[config.mk]
export PLATFORM = sky130hd
export DESIGN_NAME = robertson_mult_seq
export DESIGN_NICKNAME = d
export VERILOG_FILES = /design/src/rtl/robertson_pkg.sv /design/src/rtl/robertson_ctrl.sv /design/src/rtl/robertson_mult_seq.sv
export SDC_FILE = /design/constraint.sdc
export NUM_CORES = 1
export LEC_CHECK = 0
export CORE_MARGIN = 1
export CORE_UTILIZATION = 40
export DETAILED_ROUTE_END_ITERATION = 8
export GPL_TIMING_DRIVEN = 0
export PLACE_DENSITY = 0.67
export SLEW_MARGIN = 25
export SYNTH_ARGS = -nofsm -noshare
export SYNTH_HDL_FRONTEND = slang
export SYNTH_SLANG_ARGS = --single-unit
[constraint.sdc]
create_clock -name clk -period 7.6 [get_ports clk]
set_clock_uncertainty 0.05 [all_clocks]
set_input_delay 2.28 -clock clk [delete_from_list [all_inputs] [get_ports clk]]
set_output_delay 2.28 -clock clk [all_outputs]
set_load 0.02 [all_outputs]
[src/rtl/robertson_pkg.sv]
// Shared types and defaults for the Robertson sequential multiplier.
package robertson_pkg;

    localparam int unsigned DEFAULT_WIDTH = 8;

    typedef enum logic [1:0] {
        IDLE = 2'd0,
        RUN  = 2'd1,
        DONE = 2'd2
    } state_t;

endpackage

[src/rtl/robertson_ctrl.sv]
// Control FSM and bit counter for the Robertson multiplier: sequences load, WIDTH
// shift-add steps (last one subtracts) and a one-cycle done pulse.
module robertson_ctrl
    import robertson_pkg::*;
#(
    parameter int unsigned WIDTH = DEFAULT_WIDTH
) (
    input  logic clk,
    input  logic reset_n,
    input  logic start_i,
    output logic load_o,
    output logic step_o,
    output logic sub_sel_o,
    output logic ready_o,
    output logic busy_o,
    output logic done_o
);

    localparam int unsigned CntW = (WIDTH > 1) ? $clog2(WIDTH) : 1;
    localparam logic [CntW-1:0] LastCnt = CntW'(WIDTH - 1);

    state_t            state_q, state_d;
    logic [CntW-1:0]   count_q, count_d;

    always_comb begin
        state_d = state_q;
        count_d = count_q;
        unique case (state_q)
            IDLE: begin
                if (start_i) begin
                    state_d = RUN;
                    count_d = '0;
                end
            end
            RUN: begin
                // Counter saturates on the last (sign-correction) iteration.
                if (count_q == LastCnt) begin
                    state_d = DONE;
                end else begin
                    count_d = count_q + 1'b1;
                end
            end
            DONE:    state_d = IDLE;
            default: state_d = IDLE;
        endcase
    end

    always_ff @(posedge clk or negedge reset_n) begin
        if (!reset_n) begin
            state_q <= IDLE;
            count_q <= '0;
        end else begin
            state_q <= state_d;
            count_q <= count_d;
        end
    end

    // Handshake outputs decode the state register only.
    assign ready_o   = (state_q == IDLE);
    assign busy_o    = (state_q == RUN);
    assign done_o    = (state_q == DONE);
    assign load_o    = ready_o & start_i;
    assign step_o    = busy_o;
    assign sub_sel_o = (count_q == LastCnt);

endmodule

[src/rtl/robertson_mult_seq.sv]
// Robertson shift-add two's-complement multiplier: A/Q/M datapath, one multiplier bit
// per clock, with the final multiplicand add replaced by a subtract for the sign bit.
module robertson_mult_seq
    import robertson_pkg::*;
#(
    parameter int unsigned WIDTH = DEFAULT_WIDTH
) (
    input  logic                 clk,
    input  logic                 reset_n,
    input  logic                 start,
    input  logic [WIDTH-1:0]     multiplicand,
    input  logic [WIDTH-1:0]     multiplier,
    output logic                 ready,
    output logic                 busy,
    output logic                 done,
    output logic [2*WIDTH-1:0]   product
);

    logic             load, step, sub_sel;
    logic [WIDTH-1:0] a_q, a_d;
    logic [WIDTH-1:0] q_q, q_d;
    logic [WIDTH-1:0] m_q, m_d;
    logic [WIDTH:0]   ext_a, addend, sum;

    robertson_ctrl #(
        .WIDTH (WIDTH)
    ) u_ctrl (
        .clk       (clk),
        .reset_n   (reset_n),
        .start_i   (start),
        .load_o    (load),
        .step_o    (step),
        .sub_sel_o (sub_sel),
        .ready_o   (ready),
        .busy_o    (busy),
        .done_o    (done)
    );

    always_comb begin
        ext_a  = {a_q[WIDTH-1], a_q};
        addend = q_q[0] ? {m_q[WIDTH-1], m_q} : '0;
        sum    = sub_sel ? (ext_a - addend) : (ext_a + addend);

        a_d = a_q;
        q_d = q_q;
        m_d = m_q;
        if (load) begin
            a_d = '0;
            q_d = multiplier;
            m_d = multiplicand;
        end else if (step) begin
            // Arithmetic right shift of the (WIDTH+1)-bit sum into {A,Q}.
            a_d = sum[WIDTH:1];
            q_d = {sum[0], q_q[WIDTH-1:1]};
        end
    end

    always_ff @(posedge clk or negedge reset_n) begin
        if (!reset_n) begin
            a_q <= '0;
            q_q <= '0;
            m_q <= '0;
        end else begin
            a_q <= a_d;
            q_q <= q_d;
            m_q <= m_d;
        end
    end

    assign product = {a_q, q_q};

endmodule

==> run_results.csv <==
group,metric,value,unit
global_routing,gr-total-overflow,0,
global_routing,antenna_found_initial,0,
detailed_routing,routed_wl,4050,microns
cells_and_area,fin_cells,300,
floorplanning,die_w,68.2,microns
detailed_routing,drt-pass1-iter-count,4,
sta,fin_setup_tns,0,ns
detailed_routing,first_iter_violations,128,
sta,fin_crit_sh,57.0,%
sta,finalCriticalPeriod,4.34,ns
global_routing,met1_usage,26.8,%
placed_design,hpwlAfterDp,2840,microns
placed_design,gp_congestion,0.819,
detailed_routing,wire_per_inst,13.5,microns
floorplanning,rows,23,
clocking,cts_tree,"yes",
worst_setup_path,critical_path_buf_inv_count,4,
floorplanning,die-area,0.00465,sq mm
clocking,cts_max_level,2,
sta,report.final.slew_viol_count,0,
cells_and_area,final_cell_mix,"nand2_1 (49), clkdlybuf4s50_1 (36), dfrtp_1 (29)",
cells_and_area,drive_above_1_share,6.80,%
floorplanning,top_level_ports,38,
worst_setup_path,cp_max_fo,10,
worst_setup_path,critical_path_class,"reg -> out",
worst_setup_path,path_cells,"nand2b_1 > clkbuf_1 > inv_1 > buf_2 > clkdlybuf4s50_1",
clocking,cts.repair.resized,0,
global_routing,grt_use_met2,29.0,%
sta,hold_viol,0,
detailed_routing,via_count,1563,
global_routing,grt_pass1_vias,1400,
synth,avgSynthCellArea,8.52,sq um
status,status,"complete, no violations",
clocking,numCtsBuffers,5,
cells_and_area,syn_to_final_growth,30.3,%
worst_setup_path,slowest_delay,0.64,ns
synth,synth_cell_types,36,
detailed_routing,drc,0,
clocking,cts_sinks,29,
floorplanning,coreArea,0.00412,sq mm
worst_hold_path,worstHoldPathType,"reg -> reg",
placed_design,preCtsSetupSlack,3.58,ns
sta,maxSlewHeadroom,56.9,%
global_routing,use_met3,4.17,%
sta,worstMarginPinSlew,0.646,ns
synth,yosys_warnings,0,
global_routing,grtUsageTotal,19.4,%
detailed_routing,ant_nets,0,
worst_hold_path,hold_end,"q_q[1]",
sta,rsz0062_at_grt,"false",
detailed_routing,via_per_inst,5.21,
cells_and_area,final_nets,281,
floorplanning,die_h,68.2,microns
worst_setup_path,critPathArrivalTime,2.01,ns
worst_setup_path,r2r_start,"q_q[0]",
synth,syn_nets,237,
global_routing,grt_max_degree,30,
clocking,root_buffer,"clkbuf_8",
job,drv_cap,0,
sta,fin_ws,3.26,ns
worst_setup_path,cp.required,5.27,ns
sta,max_freq,231,MHz
clocking,holdBufCountCts,0,
sta,finalSetupViolations,0,
worst_setup_path,start_kind,"register",
worst_setup_path,crit_slowest_cell,"clkdlybuf4s50_1",
synth,synth.cell_area,0.00175,sq mm
cells_and_area,final_common_cell,"nand2_1",
worst_setup_path,reg2regPathDepth,13,
worst_setup_path,path_delay_family,"buffers and inverters",
synth,ys_seq_area_share,41.4,%
synth,yosys_register_bits,29,
worst_hold_path,holdCritStartpoint,"q_q[1]",
worst_setup_path,rrSetupSlack,4.20,ns
floorplanning,start_util,42.6,%
worst_hold_path,hold_depth,2,
worst_setup_path,worstReg2RegEnd,"a_q[6]",
clocking,post_cts_buffers,0,
clocking,clk_pin_slew_worst_paths,0.06,ns
synth,syn_inst,206,
global_routing,top_usage_layer,"met2",
cells_and_area,fillers,385,
worst_setup_path,cp-end-kind,"primary output",
cells_and_area,final_util,55.5,%
clocking,cts_buffer_depth,2,
placed_design,dpl.cell_count,293,
clocking,clkLatencyLatePin,0.29,ns
cells_and_area,diodes,0,
global_routing,grt_pass1_wl,6500,microns
placed_design,port_buffers,37,
Yosys cell counts:
cell / count / area (sq um)
a22oi_1: 7 / 52.6
inv_1: 9 / 33.8
dfrtp_1: 29 / 726
mux2_4: 1 / 15.0
o211ai_1: 3 / 22.5
buf_2: 3 / 15.0
nand3b_1: 1 / 7.51
o21ai_0: 17 / 85.1
fa_1: 1 / 20.0
xnor2_1: 4 / 35.0
nand3_1: 8 / 40.0
a211oi_1: 1 / 7.51
xor2_1: 5 / 43.8
nand4_1: 1 / 6.26
a221o_1: 1 / 10.0
nor2_1: 19 / 71.3
nand2_1: 49 / 184
nor3_1: 2 / 10.0
ha_1: 11 / 138
a311oi_1: 1 / 8.76
o31a_1: 1 / 8.76
a21oi_1: 7 / 35.0
a22o_1: 2 / 17.5
nor2_2: 1 / 6.26
and2_1: 2 / 12.5
a31o_2: 2 / 17.5
a311o_1: 1 / 10.0
a31oi_1: 1 / 6.26
mux2_2: 1 / 11.3
o21ai_1: 1 / 5.00
o21a_1: 2 / 15.0
nor2b_1: 3 / 18.8
and3_1: 1 / 6.26
nand2b_1: 2 / 12.5
clkbuf_1: 5 / 18.8
nor4_4: 1 / 21.3
final cells by class:
cell class              count  area, sq um  area share, %
plain buffers               8         33.8           1.48
clock buffers               5         68.8           3.01
clock inverters             2         35.0           1.53
inverters                   9         33.8           1.48
multi-input cells         160          961           42.0
flip-flops and latches     29          726           31.7
well taps                  50         62.6           2.74
repair buffers             37          365           16.0
cells by family after synthesis:
group	Yosys count	synth area share, %
multiplexers	2	1.50
flip-flops	29	41.4
AO/OA/AOI/OAI	47	17.2
AND/OR/NAND/NOR	90	22.6
buffers and inverters	17	3.85
XOR/XNOR	9	4.49
adder cells (fa/ha/maj)	12	8.99
worst max path at each step:
stage	from	end	slack, ns	depth (start not counted)
after floorplan	u_ctrl.state_q[1]	busy	4.30	4
after global placement	u_ctrl.state_q[1]	busy	3.59	5
after detailed placement	u_ctrl.state_q[1]	busy	3.58	5
after CTS	u_ctrl.state_q[1]	busy	3.26	5
after global routing	u_ctrl.state_q[1]	busy	3.16	5
final	u_ctrl.state_q[1]	busy	3.26	5
worst register-to-register path, cell delays in order (launching register included):
cell and delay, ns:
dfrtp_1 0.47, clkbuf_1 0.37, nand2_1 0.14, ha_1 0.27, nor2_1 0.31, nor2_1 0.07
o21ai_0 0.08, o21ai_0 0.10, a31o_2 0.23, ha_1 0.33, and3_1 0.20, a311o_1 0.36
xnor2_1 0.16, o21ai_0 0.11
per-stage QoR:
step	hold WS, ns	cell area (sq um)
3_3_place_gp	0.441	2190
5_1_grt	0.478	2290
3_5_place_dp	0.447	2180
2_1_floorplan	0.420	1750
6_report	0.458	2290
4_1_cts	0.464	2290
layer usage:
layer	vias to the layer above	wire length [microns]
li1	793	-
met1	729	2060
met4	0	46
met3	5	150
met5	-	0
met2	36	1790
sequential cells by signal, summed over array words and instances, names as in the netlist:
name	cells
q_q	8
u_ctrl.count_q	3
m_q	8
a_q	8
u_ctrl.state_q	2
Power is not shown: default switching activity piles up to over one toggle a cycle in this logic, so the estimate is an artifact.
